<file path="src/rtl/traffic_light_ctrl_pkg.sv">
// Shared definitions for the pedestrian-crossing sequencer: state encodings,
// lamp-vector bit positions and the state-to-lamp decode.
package traffic_light_ctrl_pkg;

  localparam int unsigned STATE_W = 3;
  typedef logic [STATE_W-1:0] state_t;

  localparam state_t S_GREEN = 3'd0;
  localparam state_t S_AMBER = 3'd1;
  localparam state_t S_RED_A = 3'd2;
  localparam state_t S_WALK  = 3'd3;
  localparam state_t S_FLASH = 3'd4;
  localparam state_t S_RED_B = 3'd5;

  localparam int unsigned LAMP_CAR_RED   = 0;
  localparam int unsigned LAMP_CAR_AMBER = 1;
  localparam int unsigned LAMP_CAR_GREEN = 2;
  localparam int unsigned LAMP_PED_RED   = 3;
  localparam int unsigned LAMP_PED_GREEN = 4;
  localparam int unsigned LAMP_W         = 5;

  typedef logic [LAMP_W-1:0] lamp_t;

  // Exactly one car lamp and at most one ped lamp per state; unknown codes show all-red.
  function automatic lamp_t lamp_decode(input state_t state, input logic blink);
    lamp_t lamps;
    lamps = '0;
    case (state)
      S_GREEN: begin
        lamps[LAMP_CAR_GREEN] = 1'b1;
        lamps[LAMP_PED_RED]   = 1'b1;
      end
      S_AMBER: begin
        lamps[LAMP_CAR_AMBER] = 1'b1;
        lamps[LAMP_PED_RED]   = 1'b1;
      end
      S_WALK: begin
        lamps[LAMP_CAR_RED]   = 1'b1;
        lamps[LAMP_PED_GREEN] = 1'b1;
      end
      S_FLASH: begin
        lamps[LAMP_CAR_RED]   = 1'b1;
        lamps[LAMP_PED_GREEN] = blink;
      end
      default: begin
        lamps[LAMP_CAR_RED]   = 1'b1;
        lamps[LAMP_PED_RED]   = 1'b1;
      end
    endcase
    return lamps;
  endfunction

endpackage

</file>
<file path="src/rtl/traffic_light_ctrl_btn_sync_edge.sv">
// Two-flop synchroniser for an asynchronous button followed by a one-clock
// rising-edge pulse. Reusable for any push-button input.
module traffic_light_ctrl_btn_sync_edge (
  input  logic clk,
  input  logic reset,
  input  logic i_din,
  output logic o_pulse
);

  logic r_meta;
  logic r_sync;
  logic r_prev;

  always_ff @(posedge clk or posedge reset) begin
    if (reset) begin
      r_meta <= 1'b0;
      r_sync <= 1'b0;
      r_prev <= 1'b0;
    end else begin
      r_meta <= i_din;
      r_sync <= r_meta;
      r_prev <= r_sync;
    end
  end

  assign o_pulse = r_sync & ~r_prev;

endmodule

</file>
<file path="src/rtl/traffic_light_ctrl.sv">
// Pedestrian-crossing light sequencer driven by the divider's tick strobe.
// Serves a latched walk request once the minimum car-green time has elapsed.
module traffic_light_ctrl
  import traffic_light_ctrl_pkg::*;
#(
  parameter int unsigned CW          = 8,
  parameter int unsigned T_GREEN_MIN = 20,
  parameter int unsigned T_AMBER     = 12,
  parameter int unsigned T_ALLRED    = 4,
  parameter int unsigned T_WALK      = 28,
  parameter int unsigned T_FLASH     = 16
) (
  input  logic clk,
  input  logic reset,
  input  logic i_tick,
  input  logic i_ped_req,
  output logic o_car_red,
  output logic o_car_amber,
  output logic o_car_green,
  output logic o_ped_red,
  output logic o_ped_green,
  output logic o_req_lamp
);

  localparam logic [CW-1:0] L_GREEN_LAST  = CW'(T_GREEN_MIN - 1);
  localparam logic [CW-1:0] L_AMBER_LAST  = CW'(T_AMBER - 1);
  localparam logic [CW-1:0] L_ALLRED_LAST = CW'(T_ALLRED - 1);
  localparam logic [CW-1:0] L_WALK_LAST   = CW'(T_WALK - 1);
  localparam logic [CW-1:0] L_FLASH_LAST  = CW'(T_FLASH - 1);

  state_t        r_state;
  state_t        w_state_d;
  state_t        w_next;
  logic [CW-1:0] r_dwell;
  logic [CW-1:0] w_dwell_d;
  logic          r_pending;
  logic          w_pending_d;
  logic          r_blink;
  logic          w_blink_d;
  lamp_t         r_lamps;
  logic          r_req_lamp;
  logic          w_ped_pulse;
  logic          w_legal;
  logic          w_green_sat;

  traffic_light_ctrl_btn_sync_edge u_ped_sync (
    .clk     (clk),
    .reset   (reset),
    .i_din   (i_ped_req),
    .o_pulse (w_ped_pulse)
  );

  assign w_legal     = (r_state <= S_RED_B);
  assign w_green_sat = (r_state == S_GREEN) && (r_dwell >= L_GREEN_LAST);

  // Candidate successor, only acted upon on a tick cycle.
  always_comb begin
    w_next = r_state;
    case (r_state)
      S_GREEN: if (r_pending && w_green_sat)      w_next = S_AMBER;
      S_AMBER: if (r_dwell == L_AMBER_LAST)       w_next = S_RED_A;
      S_RED_A: if (r_dwell == L_ALLRED_LAST)      w_next = S_WALK;
      S_WALK:  if (r_dwell == L_WALK_LAST)        w_next = S_FLASH;
      S_FLASH: if (r_dwell == L_FLASH_LAST)       w_next = S_RED_B;
      S_RED_B: if (r_dwell == L_ALLRED_LAST)      w_next = S_GREEN;
      default:                                    w_next = S_RED_B;
    endcase
  end

  always_comb begin
    w_state_d = r_state;
    w_dwell_d = r_dwell;
    if (!w_legal) begin
      // Corrupted state register recovers without waiting for a tick.
      w_state_d = S_RED_B;
      w_dwell_d = '0;
    end else if (i_tick) begin
      if (w_next != r_state) begin
        w_state_d = w_next;
        w_dwell_d = '0;
      end else if (!w_green_sat) begin
        w_dwell_d = r_dwell + CW'(1);
      end
    end
  end

  // A new press in the same clock as entry to WALK takes priority over the clear.
  always_comb begin
    w_pending_d = r_pending;
    if ((w_state_d == S_WALK) && (r_state != S_WALK)) w_pending_d = 1'b0;
    if (w_ped_pulse)                                  w_pending_d = 1'b1;
  end

  always_comb begin
    if (w_state_d != S_FLASH)     w_blink_d = 1'b0;
    else if (r_state != S_FLASH)  w_blink_d = 1'b1;
    else if (i_tick)              w_blink_d = ~r_blink;
    else                          w_blink_d = r_blink;
  end

  always_ff @(posedge clk or posedge reset) begin
    if (reset) begin
      r_state    <= S_RED_B;
      r_dwell    <= '0;
      r_pending  <= 1'b0;
      r_blink    <= 1'b0;
      r_lamps    <= lamp_decode(S_RED_B, 1'b0);
      r_req_lamp <= 1'b0;
    end else begin
      r_state    <= w_state_d;
      r_dwell    <= w_dwell_d;
      r_pending  <= w_pending_d;
      r_blink    <= w_blink_d;
      r_lamps    <= lamp_decode(w_state_d, w_blink_d);
      r_req_lamp <= w_pending_d;
    end
  end

  assign o_car_red   = r_lamps[LAMP_CAR_RED];
  assign o_car_amber = r_lamps[LAMP_CAR_AMBER];
  assign o_car_green = r_lamps[LAMP_CAR_GREEN];
  assign o_ped_red   = r_lamps[LAMP_PED_RED];
  assign o_ped_green = r_lamps[LAMP_PED_GREEN];
  assign o_req_lamp  = r_req_lamp;

endmodule

</file>
<file path="config.mk">
export PLATFORM = sky130hd
export DESIGN_NAME = traffic_light_ctrl
export DESIGN_NICKNAME = d
export VERILOG_FILES = /design/src/rtl/traffic_light_ctrl_pkg.sv /design/src/rtl/traffic_light_ctrl_btn_sync_edge.sv /design/src/rtl/traffic_light_ctrl.sv
export SDC_FILE = /design/constraint.sdc
export NUM_CORES = 1
export LEC_CHECK = 0
export CAP_MARGIN = 20
export CORE_MARGIN = 3
export CORE_UTILIZATION = 25
export DETAILED_ROUTE_END_ITERATION = 10
export PLACE_DENSITY = 0.45
export SLEW_MARGIN = 20
export SYNTH_ARGS = -nofsm -noshare
export SYNTH_HDL_FRONTEND = slang
export SYNTH_HIERARCHICAL = 1
export SYNTH_SLANG_ARGS = --single-unit
</file>
<file path="constraint.sdc">
create_clock -name clk -period 4.15 [get_ports clk]
set_input_delay 0.83 -clock clk [delete_from_list [all_inputs] [get_ports clk]]
set_output_delay 0.83 -clock clk [all_outputs]
set_load 0.02 [all_outputs]
</file>
# [After elaboration in Yosys (flattened, before gate mapping)]
# Index checks and enable logic that the tools add are counted.
[word_totals] mem_bits_rw=0 romBits=0 latchBits=0 output_inout_bits=6 wordCells=65 register_bits=21 memories=0 in_bits=4
[classes] bitwise=3 eq_ne=18 div_mod_pow=0 n_mux=24 order_cmp=2 n_mul=0 add_sub_neg=1 n_reduce_logical=9 shift=0
[op_table] operator="$mux W8" count=4
[op_table] operator="$mux W3" count=9
[op_table] operator="$pmux W3 S6" count=1
[op_table] operator="$eq A8 B4 Y1 const B" count=2
[op_table] operator="$eq A3 B2 Y1 const B" count=3
[op_table] operator="$eq A3 B3 Y1 const B" count=3
[op_table] operator="$mux W1" count=9
[op_table] operator="$add A8 B1 Y8 const B" count=1
[op_table] operator="$eq A8 B2 Y1 const B" count=1
[op_table] operator="$eq A8 B5 Y1 const B" count=1
[op_table] operator="$ge A8 B5 Y1 const B" count=1
[op_table] operator="$eq A3 B1 Y1 const B" count=2
[op_table] operator="$logic_not A3 Y1" count=2
[op_table] operator="$ne A3 B2 Y1 const B" count=2
[op_table] operator="$ne A3 B3 Y1 const B" count=2
[op_table] operator="$reduce_or A2 Y1" count=2
[op_table] operator="$le A3 B3 Y1 const B" count=1
[op_table] operator="$logic_and A1 B1 Y1" count=3
[op_table] operator="$ne A3 B3 Y1" count=1
[op_table] operator="$ne A2 B2 Y1 const B" count=1
[op_table] operator="$not A1 Y1" count=2
[op_table] operator="$pmux W1 S2" count=1
[op_table] operator="$reduce_and A2 Y1" count=1
[op_table] operator="$reduce_bool A2 Y1" count=1
[op_table] operator="$and A1 B1 Y1" count=1

# [Logic depth before layout (Yosys ltp)]
# Gate-level depths: netlist of the first run.
[logic_depth] depth_word=13 depth_mapped=9 ltp_nobuf=8

# [Hierarchy]
# The synthesis of the first run kept the hierarchy.
[by_module_without_submodules] mod="traffic_light_ctrl" n_inst=1 seq_area_each_um2=455.4 cells_each=145 area_each_um2=1301.2
[by_module_without_submodules] mod="traffic_light_ctrl_btn_sync_edge" n_inst=1 seq_area_each_um2=75.1 cells_each=5 area_each_um2=92.6

# [Worst setup path before layout of the first run]
# OpenSTA, ideal clock, no wires.
[synth_timing] kind="reg2reg" start="reg r_dwell[0]" end="reg r_req_lamp, in the netlist o_req_lamp" path_stages_with_launch=9 required_time_ps=4032 path_buffers=1 setup_ps=118 period_less_slack_ps=2091 slack_ps=2059 arrival_time_ps=1973 path_cell_list="dfrtp_1 > ha_1 > buf_2 > nor2b_1 > a41oi_1 > o32ai_2 > nor3_4 > a211o_1 > a21o_1"
[synth_between] elab_chain_cells=12 elab_cells_between_ends=21 cone_classes="1 x order compare; 6 x eq/ne; 10 x mux; 4 x reduce/logical"
[synth_lines] item="start, declared" line_no="traffic_light_ctrl.sv:34" rtl="logic [CW-1:0] r_dwell;"
[synth_lines] item="start signal, assigned" line_no="traffic_light_ctrl.sv:111" rtl="r_dwell <= w_dwell_d;"
[synth_lines] item="$ge A8 B5 Y1" line_no="traffic_light_ctrl.sv:54" rtl="assign w_green_sat = (r_state == S_GREEN) && (r_dwell >= L_GREEN_LAST);"
[synth_lines] item="$logic_and A1 B1 Y1" line_no="traffic_light_ctrl.sv:54"
[synth_lines] item="$logic_and A1 B1 Y1" line_no="traffic_light_ctrl.sv:60" rtl="S_GREEN: if (r_pending && w_green_sat) w_next = S_AMBER;"
[synth_lines] item="$mux W3" line_no="traffic_light_ctrl.sv:60"
[synth_lines] item="$pmux W3 S6 *" line_no="traffic_light_ctrl.sv:59" rtl="case (r_state)"
[synth_lines] item="$ne A3 B3 Y1" line_no="traffic_light_ctrl.sv:78" rtl="if (w_next != r_state) begin"
[synth_lines] item="$mux W3 *" line_no="traffic_light_ctrl.sv:78"
[synth_lines] item="$mux W3 *" line_no="traffic_light_ctrl.sv:77" rtl="end else if (i_tick) begin"
[synth_lines] item="$mux W3 *" line_no="traffic_light_ctrl.sv:73" rtl="if (!w_legal) begin"
[synth_lines] item="$eq A3 B2 Y1 *" line_no="traffic_light_ctrl.sv:90" rtl="if ((w_state_d == S_WALK) && (r_state != S_WALK)) w_pending_d = 1'b0;"
[synth_lines] item="$logic_and A1 B1 Y1 *" line_no="traffic_light_ctrl.sv:90"
[synth_lines] item="$reduce_bool A2 Y1 (no line) *"
[synth_lines] item="end signal, assigned" line_no="traffic_light_ctrl.sv:115" rtl="r_req_lamp <= w_pending_d;"
[synth_lines] item="end, declared" line_no="traffic_light_ctrl.sv:41" rtl="logic r_req_lamp;"
# Every way passes the cells marked *; elsewhere a longest branch is shown, timed or not.
# A chain may end at the register's enable or synchronous reset.

# [Final worst setup path of the first run]
[layout_timing] start="reg r_dwell[5]" end="reg r_dwell[0]"
[layout_between] elab_chain_cells=9 elab_cells_between_ends=20 cone_classes="1 x order compare; 6 x eq/ne; 10 x mux; 3 x reduce/logical"
[layout_lines] item="$ge A8 B5 Y1" line_no="traffic_light_ctrl.sv:54"
[layout_lines] item="$logic_and A1 B1 Y1" line_no="traffic_light_ctrl.sv:54"
[layout_lines] item="$logic_and A1 B1 Y1" line_no="traffic_light_ctrl.sv:60"
[layout_lines] item="$mux W3" line_no="traffic_light_ctrl.sv:60"
[layout_lines] item="$pmux W3 S6" line_no="traffic_light_ctrl.sv:59"
[layout_lines] item="$ne A3 B3 Y1" line_no="traffic_light_ctrl.sv:78"
[layout_lines] item="$mux W8" line_no="traffic_light_ctrl.sv:78"
[layout_lines] item="$mux W8" line_no="traffic_light_ctrl.sv:77"
[layout_lines] item="$mux W8" line_no="traffic_light_ctrl.sv:73"
# Several ways; a longest one is shown, not always the timed one. The select of a mux whose other input is x is not followed.

==> results of run 1 <==
==> path summary, 6_finish.rpt <==
check	startpoint	to	slack, ps	cells after the start
worst max-delay path	r_dwell[5]	r_dwell[0]	1630	6
worst min register to register	u_ped_sync/r_meta	u_ped_sync/r_sync	370	0
worst min-delay path	u_ped_sync/r_meta	u_ped_sync/r_sync	370	0
max in group asynchronous	reset	r_dwell[1]	2690	2
worst max register to register	r_dwell[5]	r_dwell[0]	1630	6
min in group asynchronous	reset	u_ped_sync/r_meta	750	2
==> power groups by stage <==
stage	registers (mW)	clock network, mW	logic [mW]
floorplan	0.241	0	0.127
global placement	0.282	0	0.115
detailed placement	0.280	0	0.115
CTS	0.276	0.147	0.116
global route	0.284	0.160	0.134
finish	0.278	0.141	0.115
==> worst register-to-register path: cells and delay by family, from the launching register on <==
kind               cells  cell delay [ps]
AOI/OAI and AO/OA      3              980
DFF                    1              480
muxes                  1              160
and+or+nand+nor        2              750
==> per-stage QoR <==
stage / area, um2 / setup slack [ps]
after floorplan: 1390 / 2060
final: 1560 / 1630
after global placement: 1510 / 1580
after detailed placement: 1510 / 1520
after global routing: 1560 / 1370
after CTS: 1560 / 1650
==> logic make-up (layout without fill, tap and decap cells) <==
group	count (synthesis)	count (layout)	synth area share
mux	3	3	0.0215
fa+ha+maj	1	1	0.00898
simple gates	53	53	0.234
xor+xnor	1	1	0.00628
flops	21	21	0.381
compound gates	47	47	0.270
buf+inv	24	25	0.0781
==> cell usage in the layout (no fill, tap or decap), types with 3 or more instances in the layout <==
cell type,netlist,final
dfstp_2,4,4
nand2_1,12,12
nor2_1,9,9
o2111ai_1,3,3
dfrtp_1,17,17
clkdlybuf4s50_1,0,9
a32oi_1,3,3
inv_1,8,8
mux2i_1,3,3
nor4_1,3,3
nor3_1,7,7
o21ai_0,7,7
a21oi_1,7,7
o211ai_1,4,4
nand4_1,4,4
clkbuf_8,0,3
==> per-layer routing <==
metal  wire length [um]  share of wire
met1               1640           0.50
met2               1510           0.46
met3                105          0.032
met4                 52          0.016
met5                  0              0
==> state kept, by name (all words and copies together) (netlist names) <==
| name | count |
|---|---|
| u_ped_sync/r_prev | 1 |
| u_ped_sync/r_meta | 1 |
| r_lamps | 5 |
| r_dwell | 8 |
| o_req_lamp | 1 |
| r_blink | 1 |
| r_state | 3 |
| u_ped_sync/r_sync | 1 |
==> cell type report <==
| cell class | count | area (um2) | area share |
|---|---|---|---|
| multi-input cells | 105 | 754 | 0.484 |
| flip-flops and latches | 21 | 531 | 0.340 |
| inverters | 11 | 41.3 | 0.0265 |
| clock inverters | 1 | 7.51 | 0.00481 |
| repair buffers | 10 | 97.6 | 0.0625 |
| clock buffers | 3 | 41.3 | 0.0265 |
| well taps | 70 | 87.6 | 0.0561 |
==> run_summary.xml, run 1 <==
<?xml version="1.0" encoding="UTF-8"?>
<metrics>
  <group name="status">
    <metric name="outcome" unit="">finished, final reports clean</metric>
  </group>
  <group name="yosys">
    <metric name="synth.cell_area" unit="um2">1390</metric>
    <metric name="synthesis.nets" unit="">155</metric>
    <metric name="synth.cells.most_frequent" unit="">dfrtp_1 (17), nand2_1 (12), nor2_1 (9), inv_1 (8)</metric>
    <metric name="synth-edff-count" unit="">0</metric>
    <metric name="post_synth.cell_area_avg" unit="um2">9.29</metric>
    <metric name="synthMostInstantiatedCell" unit="">dfrtp_1</metric>
    <metric name="postSynthCellCount" unit="">150</metric>
    <metric name="postSynthRegisterBits" unit="">21</metric>
    <metric name="yosys_warnings" unit="">6</metric>
    <metric name="netlist.top_cell.by_area" unit="">dfrtp_1</metric>
    <metric name="seq_area_frac_synth" unit="">0.381</metric>
    <metric name="netlist.area_leader.share" unit="">0.305</metric>
    <metric name="post_synth_num_cell_types" unit="">55</metric>
    <metric name="synth_ff_type" unit="">dfrtp_1</metric>
    <metric name="synth_top_cells_by_area" unit="">dfrtp_1 (31%), dfstp_2 (7.5%), nand2_1 (3.2%), a21oi_1 (2.5%), nor3_1 (2.5%)</metric>
    <metric name="async_reset_ff_frac" unit="">1.00</metric>
  </group>
  <group name="power_and_ir_drop">
    <metric name="internal_power" unit="mW">0.344</metric>
    <metric name="p_seq_frac" unit="">0.521</metric>
    <metric name="total_power" unit="mW">0.535</metric>
    <metric name="power.combinational.fraction" unit="">0.216</metric>
    <metric name="p_leak" unit="nW">0.587</metric>
    <metric name="p_switching" unit="mW">0.190</metric>
    <metric name="power_per_cell_area" unit="nW/um2">343</metric>
    <metric name="p_clk_frac" unit="">0.264</metric>
    <metric name="power.share.switching" unit="">0.356</metric>
    <metric name="vdd.ir_drop.worst" unit="mV">0.108</metric>
  </group>
  <group name="sta">
    <metric name="grt_setup_unrepaired" unit="">no</metric>
    <metric name="final_period_minus_worst_setup_slack" unit="ps">2520</metric>
    <metric name="worst_relative_slew_slack" unit="">0.522</metric>
    <metric name="clock-skew-final" unit="ps">3.20</metric>
    <metric name="totalNegativeSetupSlack" unit="ps">0</metric>
    <metric name="fin_worst_hold_slack" unit="ps">366</metric>
    <metric name="finalCritPeriodShare" unit="">0.607</metric>
    <metric name="number_of_hold_slack_violations_in_the_final_timing_report" unit="">0</metric>
    <metric name="max_clock_freq" unit="MHz">397</metric>
    <metric name="final_max_slew_viol_count" unit="">0</metric>
    <metric name="max_slew.worst_pin.slew" unit="ps">715</metric>
    <metric name="setup-violations-final" unit="">0</metric>
  </group>
  <group name="clock_network">
    <metric name="cts.htree.levels" unit="">1</metric>
    <metric name="clock_sinks" unit="">21</metric>
    <metric name="clockRootBuffer" unit="">clkbuf_8</metric>
    <metric name="cts.path.max_buffers" unit="">2</metric>
    <metric name="tritoncts" unit="">yes</metric>
    <metric name="cts_hold_buffers" unit="">0</metric>
    <metric name="postCtsResizedCells" unit="">0</metric>
    <metric name="insertion_delay" unit="ps">260</metric>
    <metric name="clk_pin_slew" unit="ps">80</metric>
    <metric name="cts_inserted_buffers" unit="">3</metric>
    <metric name="cts_setup_buffers" unit="">0</metric>
  </group>
  <group name="critical_path">
    <metric name="end_kind" unit="">flop</metric>
    <metric name="number_of_buffers_and_inverters_on_the_critical_path" unit="">0</metric>
    <metric name="worst_setup_path_start_kind" unit="">flop</metric>
    <metric name="timing.critical_path.cells" unit="">nor4_1, a41oi_1, o22ai_2, nor3_4, a32oi_1, mux2i_1</metric>
    <metric name="worst-setup-path-type" unit="">flop to flop</metric>
    <metric name="slowest_delay" unit="ps">630</metric>
    <metric name="path_max_fanout" unit="">9</metric>
    <metric name="worst_ep_arrival_time" unit="ps">2640</metric>
    <metric name="worstPathRequired" unit="ps">4270</metric>
    <metric name="cp_slowest_cell" unit="">nor4_1</metric>
    <metric name="worst_path_dominant_cell_family" unit="">compound AO/OA/AOI/OAI gates</metric>
  </group>
  <group name="hold_path">
    <metric name="hold_class" unit="">flop to flop</metric>
  </group>
  <group name="drt">
    <metric name="route.detailed.vias_per_inst" unit="">5.39</metric>
    <metric name="drc_errors" unit="">0</metric>
    <metric name="route.vias.total" unit="">1192</metric>
    <metric name="detailedRoute.firstPassIterationCount" unit="">4</metric>
    <metric name="ant_nets" unit="">0</metric>
    <metric name="detailedRoute.firstIterationViolations" unit="">149</metric>
    <metric name="drt_wl_total" unit="um">3310</metric>
    <metric name="avgRoutedWirePerCell" unit="um">15.0</metric>
  </group>
  <group name="global_route">
    <metric name="pin_count_of_the_biggest_net_entering_global_routing" unit="">26</metric>
    <metric name="gr-total-overflow" unit="">0</metric>
    <metric name="grt_use_met3" unit="">0.0202</metric>
    <metric name="grt_usage" unit="">0.114</metric>
    <metric name="grt_pass1_wl" unit="um">5770</metric>
    <metric name="use_met1" unit="">0.159</metric>
    <metric name="grt.busiest_layer" unit="">met2</metric>
    <metric name="first_global_vias" unit="">1149</metric>
    <metric name="grt.met2_usage" unit="">0.173</metric>
    <metric name="antenna_found_initial" unit="">0</metric>
  </group>
  <group name="final_layout">
    <metric name="antenna-diode-count" unit="">0</metric>
    <metric name="area_growth_syn_to_layout" unit="%">11.9</metric>
    <metric name="design.final.nets" unit="">157</metric>
    <metric name="post_route_cells_drive_above_1_share" unit="">0.146</metric>
    <metric name="final_util" unit="">0.298</metric>
    <metric name="fill_cells" unit="">540</metric>
    <metric name="layout.cells.non_filler" unit="">221</metric>
  </group>
  <group name="place">
    <metric name="place.detailed.hpwl" unit="um">2410</metric>
    <metric name="numPortBuffers" unit="">9</metric>
    <metric name="place.detailed.instances" unit="">217</metric>
    <metric name="gp_congestion" unit="">0.870</metric>
  </group>
  <group name="floorplan">
    <metric name="initial_utilization" unit="">0.266</metric>
    <metric name="placeableCoreArea" unit="um2">5240</metric>
    <metric name="die-width" unit="um">80.7</metric>
    <metric name="die_height" unit="um">80.7</metric>
    <metric name="die_area" unit="um2">6510</metric>
    <metric name="std_cell_rows" unit="">26</metric>
    <metric name="io_pins" unit="">10</metric>
  </group>
  <group name="run">
    <metric name="drv.max_cap_violation_count" unit="">0</metric>
  </group>
</metrics>
Note: power is estimated with default switching activity, not from simulation.
==> run 2, diff against run 1 <==
Clock period 4.15 ns to 2.65 ns, I/O delays scaled along.
==> run 2 against run 1 <==
Against the previous run: critical path depth grew 1; register-to-register slack lost 1400 ps; first-iteration DRC count grew 23%; worst hold slack worse by 6.0 ps; non-clock buffer count rose by 2; die area unchanged; wire length is 2.0% higher; global-route usage hardly changed; maximum frequency grew 4.9%; combinational power grew 61%; core utilization up 0.50 points; critical path type unchanged; critical endpoint is now r_dwell[4].
==> run_summary.xml, run 2 (same netlist as run 1, synthesis figures left out) <==
<?xml version="1.0" encoding="UTF-8"?>
<metrics>
  <group name="final_layout">
    <metric name="area_growth_syn_to_layout" unit="%">13.8</metric>
    <metric name="final_util" unit="">0.303</metric>
    <metric name="largest_register_ffs" unit="">8</metric>
    <metric name="design.final.nets" unit="">159</metric>
    <metric name="layout.cells.most_common_list" unit="">dfrtp_1 (17), nand2_1 (12), nor2_1 (9), clkdlybuf4s50_1 (9), inv_1 (8)</metric>
    <metric name="antenna-diode-count" unit="">0</metric>
    <metric name="top_register" unit="">r_dwell</metric>
    <metric name="fill_cells" unit="">551</metric>
    <metric name="biggestRegsByFlops" unit="">r_dwell x8, r_lamps x5, r_state x3</metric>
    <metric name="postLayoutCellArea" unit="um2">1590</metric>
    <metric name="sequential_cell_area" unit="um2">531</metric>
    <metric name="area_of_the_multi_input_gates" unit="um2">766</metric>
    <metric name="layout.cells.most_common" unit="">dfrtp_1</metric>
    <metric name="post_route_cells_drive_above_1_share" unit="">0.157</metric>
  </group>
  <group name="global_route">
    <metric name="antenna_found_initial" unit="">0</metric>
    <metric name="grt_pass1_wl" unit="um">5790</metric>
    <metric name="first_global_vias" unit="">1117</metric>
    <metric name="grt_usage" unit="">0.114</metric>
    <metric name="pin_count_of_the_biggest_net_entering_global_routing" unit="">20</metric>
    <metric name="gr-total-overflow" unit="">0</metric>
  </group>
  <group name="hold_path">
    <metric name="whs_endpoint" unit="">u_ped_sync/r_sync</metric>
    <metric name="hp-start" unit="">u_ped_sync/r_meta</metric>
    <metric name="worstHoldPathCells" unit="">0</metric>
    <metric name="hold_class" unit="">flop to flop</metric>
  </group>
  <group name="power_and_ir_drop">
    <metric name="total_power" unit="mW">0.844</metric>
    <metric name="p_seq_frac" unit="">0.519</metric>
    <metric name="power.combinational.fraction" unit="">0.219</metric>
    <metric name="power_per_cell_area" unit="nW/um2">532</metric>
    <metric name="p_clk_frac" unit="">0.262</metric>
    <metric name="power.share.switching" unit="">0.360</metric>
    <metric name="p_switching" unit="mW">0.304</metric>
    <metric name="vdd.ir_drop.worst" unit="mV">0.200</metric>
    <metric name="p_leak" unit="nW">0.596</metric>
    <metric name="internal_power" unit="mW">0.540</metric>
  </group>
  <group name="drt">
    <metric name="detailedRoute.firstIterationViolations" unit="">184</metric>
    <metric name="ant_nets" unit="">0</metric>
    <metric name="detailedRoute.firstPassIterationCount" unit="">4</metric>
    <metric name="drt_wl_total" unit="um">3370</metric>
    <metric name="avgRoutedWirePerCell" unit="um">15.1</metric>
    <metric name="drc_errors" unit="">0</metric>
    <metric name="route.vias.total" unit="">1206</metric>
    <metric name="route.detailed.vias_per_inst" unit="">5.41</metric>
  </group>
  <group name="place">
    <metric name="placed_area" unit="um2">1530</metric>
    <metric name="gp_congestion" unit="">0.865</metric>
    <metric name="place.detailed.hpwl" unit="um">2510</metric>
    <metric name="pre_cts_ws" unit="ps">260</metric>
    <metric name="numPortBuffers" unit="">9</metric>
  </group>
  <group name="critical_path">
    <metric name="worst_r2r_startpoint" unit="">r_dwell[0]</metric>
    <metric name="worst-setup-path-type" unit="">flop to flop</metric>
    <metric name="ff2ff_path_depth" unit="">7</metric>
    <metric name="reg2reg_slack" unit="ps">250</metric>
    <metric name="worstPathRequired" unit="ps">2790</metric>
    <metric name="end_kind" unit="">flop</metric>
    <metric name="worst_ep_arrival_time" unit="ps">2540</metric>
    <metric name="path_max_fanout" unit="">10</metric>
    <metric name="worst_r2r_endpoint" unit="">r_dwell[4]</metric>
    <metric name="worst_setup_path_start_kind" unit="">flop</metric>
  </group>
  <group name="sta">
    <metric name="grt_setup_unrepaired" unit="">no</metric>
    <metric name="max_slew.worst_pin.slew" unit="ps">716</metric>
    <metric name="max_clock_freq" unit="MHz">416</metric>
    <metric name="final_max_slew_viol_count" unit="">0</metric>
    <metric name="clock-skew-final" unit="ps">2.64</metric>
    <metric name="final_period_minus_worst_setup_slack" unit="ps">2400</metric>
    <metric name="setup-violations-final" unit="">0</metric>
    <metric name="totalNegativeSetupSlack" unit="ps">0</metric>
    <metric name="finalCritPeriodShare" unit="">0.906</metric>
    <metric name="final.setup.worst_slack" unit="ps">249</metric>
    <metric name="worst_relative_slew_slack" unit="">0.522</metric>
    <metric name="number_of_hold_slack_violations_in_the_final_timing_report" unit="">0</metric>
  </group>
  <group name="floorplan">
    <metric name="die_height" unit="um">80.7</metric>
    <metric name="io_pins" unit="">10</metric>
    <metric name="die_area" unit="um2">6510</metric>
    <metric name="std_cell_rows" unit="">26</metric>
    <metric name="placeableCoreArea" unit="um2">5240</metric>
    <metric name="die-width" unit="um">80.7</metric>
    <metric name="initial_utilization" unit="">0.266</metric>
  </group>
  <group name="clock_network">
    <metric name="cts_hold_buffers" unit="">0</metric>
    <metric name="cts_inserted_buffers" unit="">3</metric>
    <metric name="clockRootBuffer" unit="">clkbuf_8</metric>
    <metric name="cts.htree.levels" unit="">1</metric>
    <metric name="clk_pin_slew" unit="ps">80</metric>
    <metric name="clock_sinks" unit="">21</metric>
    <metric name="cts.path.max_buffers" unit="">2</metric>
    <metric name="tritoncts" unit="">yes</metric>
    <metric name="insertion_delay" unit="ps">260</metric>
  </group>
  <group name="status">
    <metric name="outcome" unit="">finished, final reports clean</metric>
  </group>
  <group name="run">
    <metric name="drv.max_cap_violation_count" unit="">0</metric>
  </group>
</metrics>
## run 2: cell count changes in the layout (fill, tap and decap cells not counted)
| cell | delta |
|---|---|
| buf_4 | +2 |
| o32ai_2 | -1 |
| o32ai_4 | +1 |
## run 2: worst max-delay path, cell delays in order (launching register included)
cell	delay (ps)
dfrtp_1	410
ha_1	390
nor2b_1	250
a41oi_1	210
o32ai_4	400
nor3_4	110
a32oi_1	340
o22ai_1	160
## run 2: layer usage
layer	up-vias	part of all wire	global-route usage
met2	23	0.50	0.181
li1	572	-	-
met3	4	0.024	0.0202
met4	0	0.010	0.0389
met5	-	0	0
met1	607	0.47	0.156
## run 2: timing repair
action / in CTS / in global routing
setup endpoints to repair: 0 / 1
gates resized for setup: 0 / 1
setup buffers: 0 / 0
## run 2: area by class of cell
cell class,count,share of cell area
Multi-Input combinational cell,105,0.483
Sequential cell,21,0.334
Timing Repair Buffer,12,0.0710
Tap cell,70,0.0552
Clock buffer,3,0.0260
Inverter,11,0.0260
Clock inverter,1,0.00473
## run 2: worst max path at each step
stage | start | to | slack [ps] | cells past startpoint
final | r_dwell[0] | r_dwell[4] | 250 | 7
after global routing | r_dwell[0] | r_dwell[4] | 50 | 7
after CTS | r_dwell[0] | r_dwell[4] | 240 | 7
after detailed placement | r_dwell[0] | r_dwell[4] | 260 | 7
after global placement | r_dwell[5] | r_dwell[1] | 340 | 6
after floorplan | r_dwell[0] | o_req_lamp | 560 | 8
## run 2: stage by stage
stage,cells,hold slack (ps)
after floorplan,150,284
after global placement,219,336
after detailed placement,219,338
after CTS,223,369
after global routing,223,374
final,223,360
## run 2: power by group through the flow
stage / Combinational (mW) / Clock (mW) / Sequential, mW
after floorplan: 0.199 / 0 / 0.377
after global placement: 0.184 / 0 / 0.439
after detailed placement: 0.184 / 0 / 0.440
after CTS: 0.185 / 0.232 / 0.434
after global routing: 0.206 / 0.246 / 0.446
final: 0.185 / 0.221 / 0.438
==> run 3, diff against run 2 <==
Settings changed: CAP_MARGIN 20 to not set.
Clock period 2.65 ns to 2.5 ns, I/O delays scaled along.
==> run 3 against run 2 <==
Against the previous run: worst setup slack got worse by 110 ps; clock power increased by 8%; non-clock buffer count increased by 2; largest cell class unchanged.
==> run_summary.xml, run 3 (same netlist as run 1, synthesis figures left out) <==
<?xml version="1.0" encoding="UTF-8"?>
<metrics>
  <group name="sta">
    <metric name="max_slew.worst_pin.slew" unit="ps">738</metric>
    <metric name="finalCritPeriodShare" unit="">0.946</metric>
    <metric name="setup-violations-final" unit="">0</metric>
    <metric name="number_of_hold_slack_violations_in_the_final_timing_report" unit="">0</metric>
    <metric name="fin_worst_hold_slack" unit="ps">371</metric>
    <metric name="final_period_minus_worst_setup_slack" unit="ps">2370</metric>
    <metric name="final_max_slew_viol_count" unit="">0</metric>
    <metric name="worst_relative_slew_slack" unit="">0.507</metric>
    <metric name="max_clock_freq" unit="MHz">423</metric>
    <metric name="clock-skew-final" unit="ps">4.03</metric>
  </group>
  <group name="clock_network">
    <metric name="cts_setup_buffers" unit="">0</metric>
    <metric name="tritoncts" unit="">yes</metric>
    <metric name="cts.path.max_buffers" unit="">2</metric>
    <metric name="clockRootBuffer" unit="">clkbuf_8</metric>
    <metric name="cts.htree.levels" unit="">1</metric>
    <metric name="cts_hold_buffers" unit="">0</metric>
    <metric name="cts_inserted_buffers" unit="">3</metric>
    <metric name="insertion_delay" unit="ps">270</metric>
    <metric name="clk_pin_slew" unit="ps">80</metric>
    <metric name="clock_sinks" unit="">21</metric>
  </group>
  <group name="floorplan">
    <metric name="placeableCoreArea" unit="um2">5240</metric>
    <metric name="die_area" unit="um2">6510</metric>
    <metric name="io_pins" unit="">10</metric>
    <metric name="std_cell_rows" unit="">26</metric>
    <metric name="die-width" unit="um">80.7</metric>
    <metric name="initial_utilization" unit="">0.266</metric>
    <metric name="die_height" unit="um">80.7</metric>
  </group>
  <group name="power_and_ir_drop">
    <metric name="internal_power" unit="mW">0.573</metric>
    <metric name="vdd.ir_drop.worst" unit="mV">0.229</metric>
    <metric name="p_switching" unit="mW">0.323</metric>
    <metric name="total_power" unit="mW">0.896</metric>
    <metric name="p_seq_frac" unit="">0.518</metric>
    <metric name="p_clk_frac" unit="">0.266</metric>
    <metric name="power.combinational.fraction" unit="">0.216</metric>
    <metric name="power_per_cell_area" unit="nW/um2">557</metric>
    <metric name="p_leak" unit="nW">0.611</metric>
    <metric name="power.share.switching" unit="">0.360</metric>
  </group>
  <group name="run">
    <metric name="drv.max_cap_violation_count" unit="">0</metric>
  </group>
  <group name="global_route">
    <metric name="pin_count_of_the_biggest_net_entering_global_routing" unit="">19</metric>
    <metric name="first_global_vias" unit="">1186</metric>
    <metric name="antenna_found_initial" unit="">0</metric>
    <metric name="grt_pass1_wl" unit="um">5970</metric>
    <metric name="grt_usage" unit="">0.118</metric>
    <metric name="gr-total-overflow" unit="">0</metric>
  </group>
  <group name="drt">
    <metric name="detailedRoute.firstIterationViolations" unit="">156</metric>
    <metric name="avgRoutedWirePerCell" unit="um">15.0</metric>
    <metric name="ant_nets" unit="">0</metric>
    <metric name="route.vias.total" unit="">1194</metric>
    <metric name="drc_errors" unit="">0</metric>
    <metric name="route.detailed.vias_per_inst" unit="">5.31</metric>
    <metric name="detailedRoute.firstPassIterationCount" unit="">4</metric>
    <metric name="drt_wl_total" unit="um">3380</metric>
  </group>
  <group name="critical_path">
    <metric name="worstPathRequired" unit="ps">2690</metric>
    <metric name="path_max_fanout" unit="">9</metric>
    <metric name="worst_r2r_startpoint" unit="">r_dwell[5]</metric>
    <metric name="ff2ff_path_depth" unit="">6</metric>
    <metric name="worst_ep_arrival_time" unit="ps">2550</metric>
    <metric name="worst-setup-path-type" unit="">flop to flop</metric>
    <metric name="end_kind" unit="">flop</metric>
    <metric name="crit_path_start" unit="">r_dwell[5]</metric>
    <metric name="worst_setup_path_start_kind" unit="">flop</metric>
  </group>
  <group name="place">
    <metric name="place.detailed.instances" unit="">221</metric>
    <metric name="gp_congestion" unit="">0.816</metric>
    <metric name="placed_area" unit="um2">1540</metric>
    <metric name="numPortBuffers" unit="">9</metric>
    <metric name="place.detailed.hpwl" unit="um">2480</metric>
  </group>
  <group name="final_layout">
    <metric name="layout.cells.most_common" unit="">dfrtp_1</metric>
    <metric name="postLayoutCellArea" unit="um2">1610</metric>
    <metric name="antenna-diode-count" unit="">0</metric>
    <metric name="post_route_cells_drive_above_1_share" unit="">0.174</metric>
    <metric name="layout.cells.non_filler" unit="">225</metric>
    <metric name="area_growth_syn_to_layout" unit="%">15.4</metric>
    <metric name="largest_register_ffs" unit="">8</metric>
    <metric name="top_register" unit="">r_dwell</metric>
    <metric name="final_util" unit="">0.307</metric>
    <metric name="biggestRegsByFlops" unit="">r_dwell x8, r_lamps x5, r_state x3</metric>
    <metric name="layout.cells.most_common_list" unit="">dfrtp_1 (17), nand2_1 (12), nor2_1 (9), clkdlybuf4s50_1 (9), inv_1 (8)</metric>
    <metric name="design.final.nets" unit="">161</metric>
  </group>
  <group name="status">
    <metric name="outcome" unit="">finished, final reports clean</metric>
  </group>
  <group name="hold_path">
    <metric name="worstHoldPathCells" unit="">0</metric>
    <metric name="hp-start" unit="">u_ped_sync/r_meta</metric>
    <metric name="hold_class" unit="">flop to flop</metric>
  </group>
</metrics>
==> run 3: cell count changes in the layout (fill, tap and decap cells not counted), sizes merged <==
| cell | change |
|---|---|
| buf | +2 |
==> run 3: power by group through the flow <==
stage               registers [mW]  clock network, mW  logic [mW]
finish                       0.464              0.238       0.194
global route                 0.475              0.266       0.221
CTS                          0.460              0.248       0.193
detailed placement           0.466                  0       0.193
global placement             0.465                  0       0.192
floorplan                    0.400                  0       0.211
==> run 3: area by class of cell <==
type	count	area, um2
Tap cell	70	87.6
Fill cell	529	3630
Clock inverter	1	7.51
Sequential cell	21	531
Clock buffer	3	41.3
Inverter	11	41.3
Timing Repair Buffer	14	128
Multi-Input combinational cell	105	773
==> run 3: critical path: stages, from the launching register on <==
cell and delay [ps]:
dfrtp_1 480, or3_1 540, o211ai_4 350, buf_4 190, nor4b_1 360, a32oi_2 170, o211ai_1 200
==> run 3: path summary, 6_finish.rpt <==
check,to,slack [ps]
max in group asynchronous,r_dwell[5],1350
min in group asynchronous,u_ped_sync/r_meta,410
worst max-delay path,r_dwell[2],130
worst max register to register,r_dwell[2],130
worst min register to register,u_ped_sync/r_sync,370
worst min-delay path,u_ped_sync/r_sync,370
==> run 3: per-stage QoR <==
| stage | setup slack, ps | setup TNS (ps) |
|---|---|---|
| after floorplan | 409 | 0 |
| after global placement | 192 | 0 |
| after detailed placement | 152 | 0 |
| after CTS | 142 | 0 |
| after global routing | -17.6 | -17.6 |
| final | 134 | 0 |
==> run 3: repair_timing <==
action	CTS	global route
endpoints found under the setup margin	0	5
gates resized for setup	0	2
hold endpoints to repair	0	0
==> run 3: layer usage <==
metal	part of all wire	up-vias	wire (um)	track usage
li1	-	574	-	-
met1	0.46	581	1540	0.160
met2	0.49	34	1640	0.190
met3	0.042	5	143	0.0168
met4	0.016	0	53	0.0405
met5	0	-	0	0
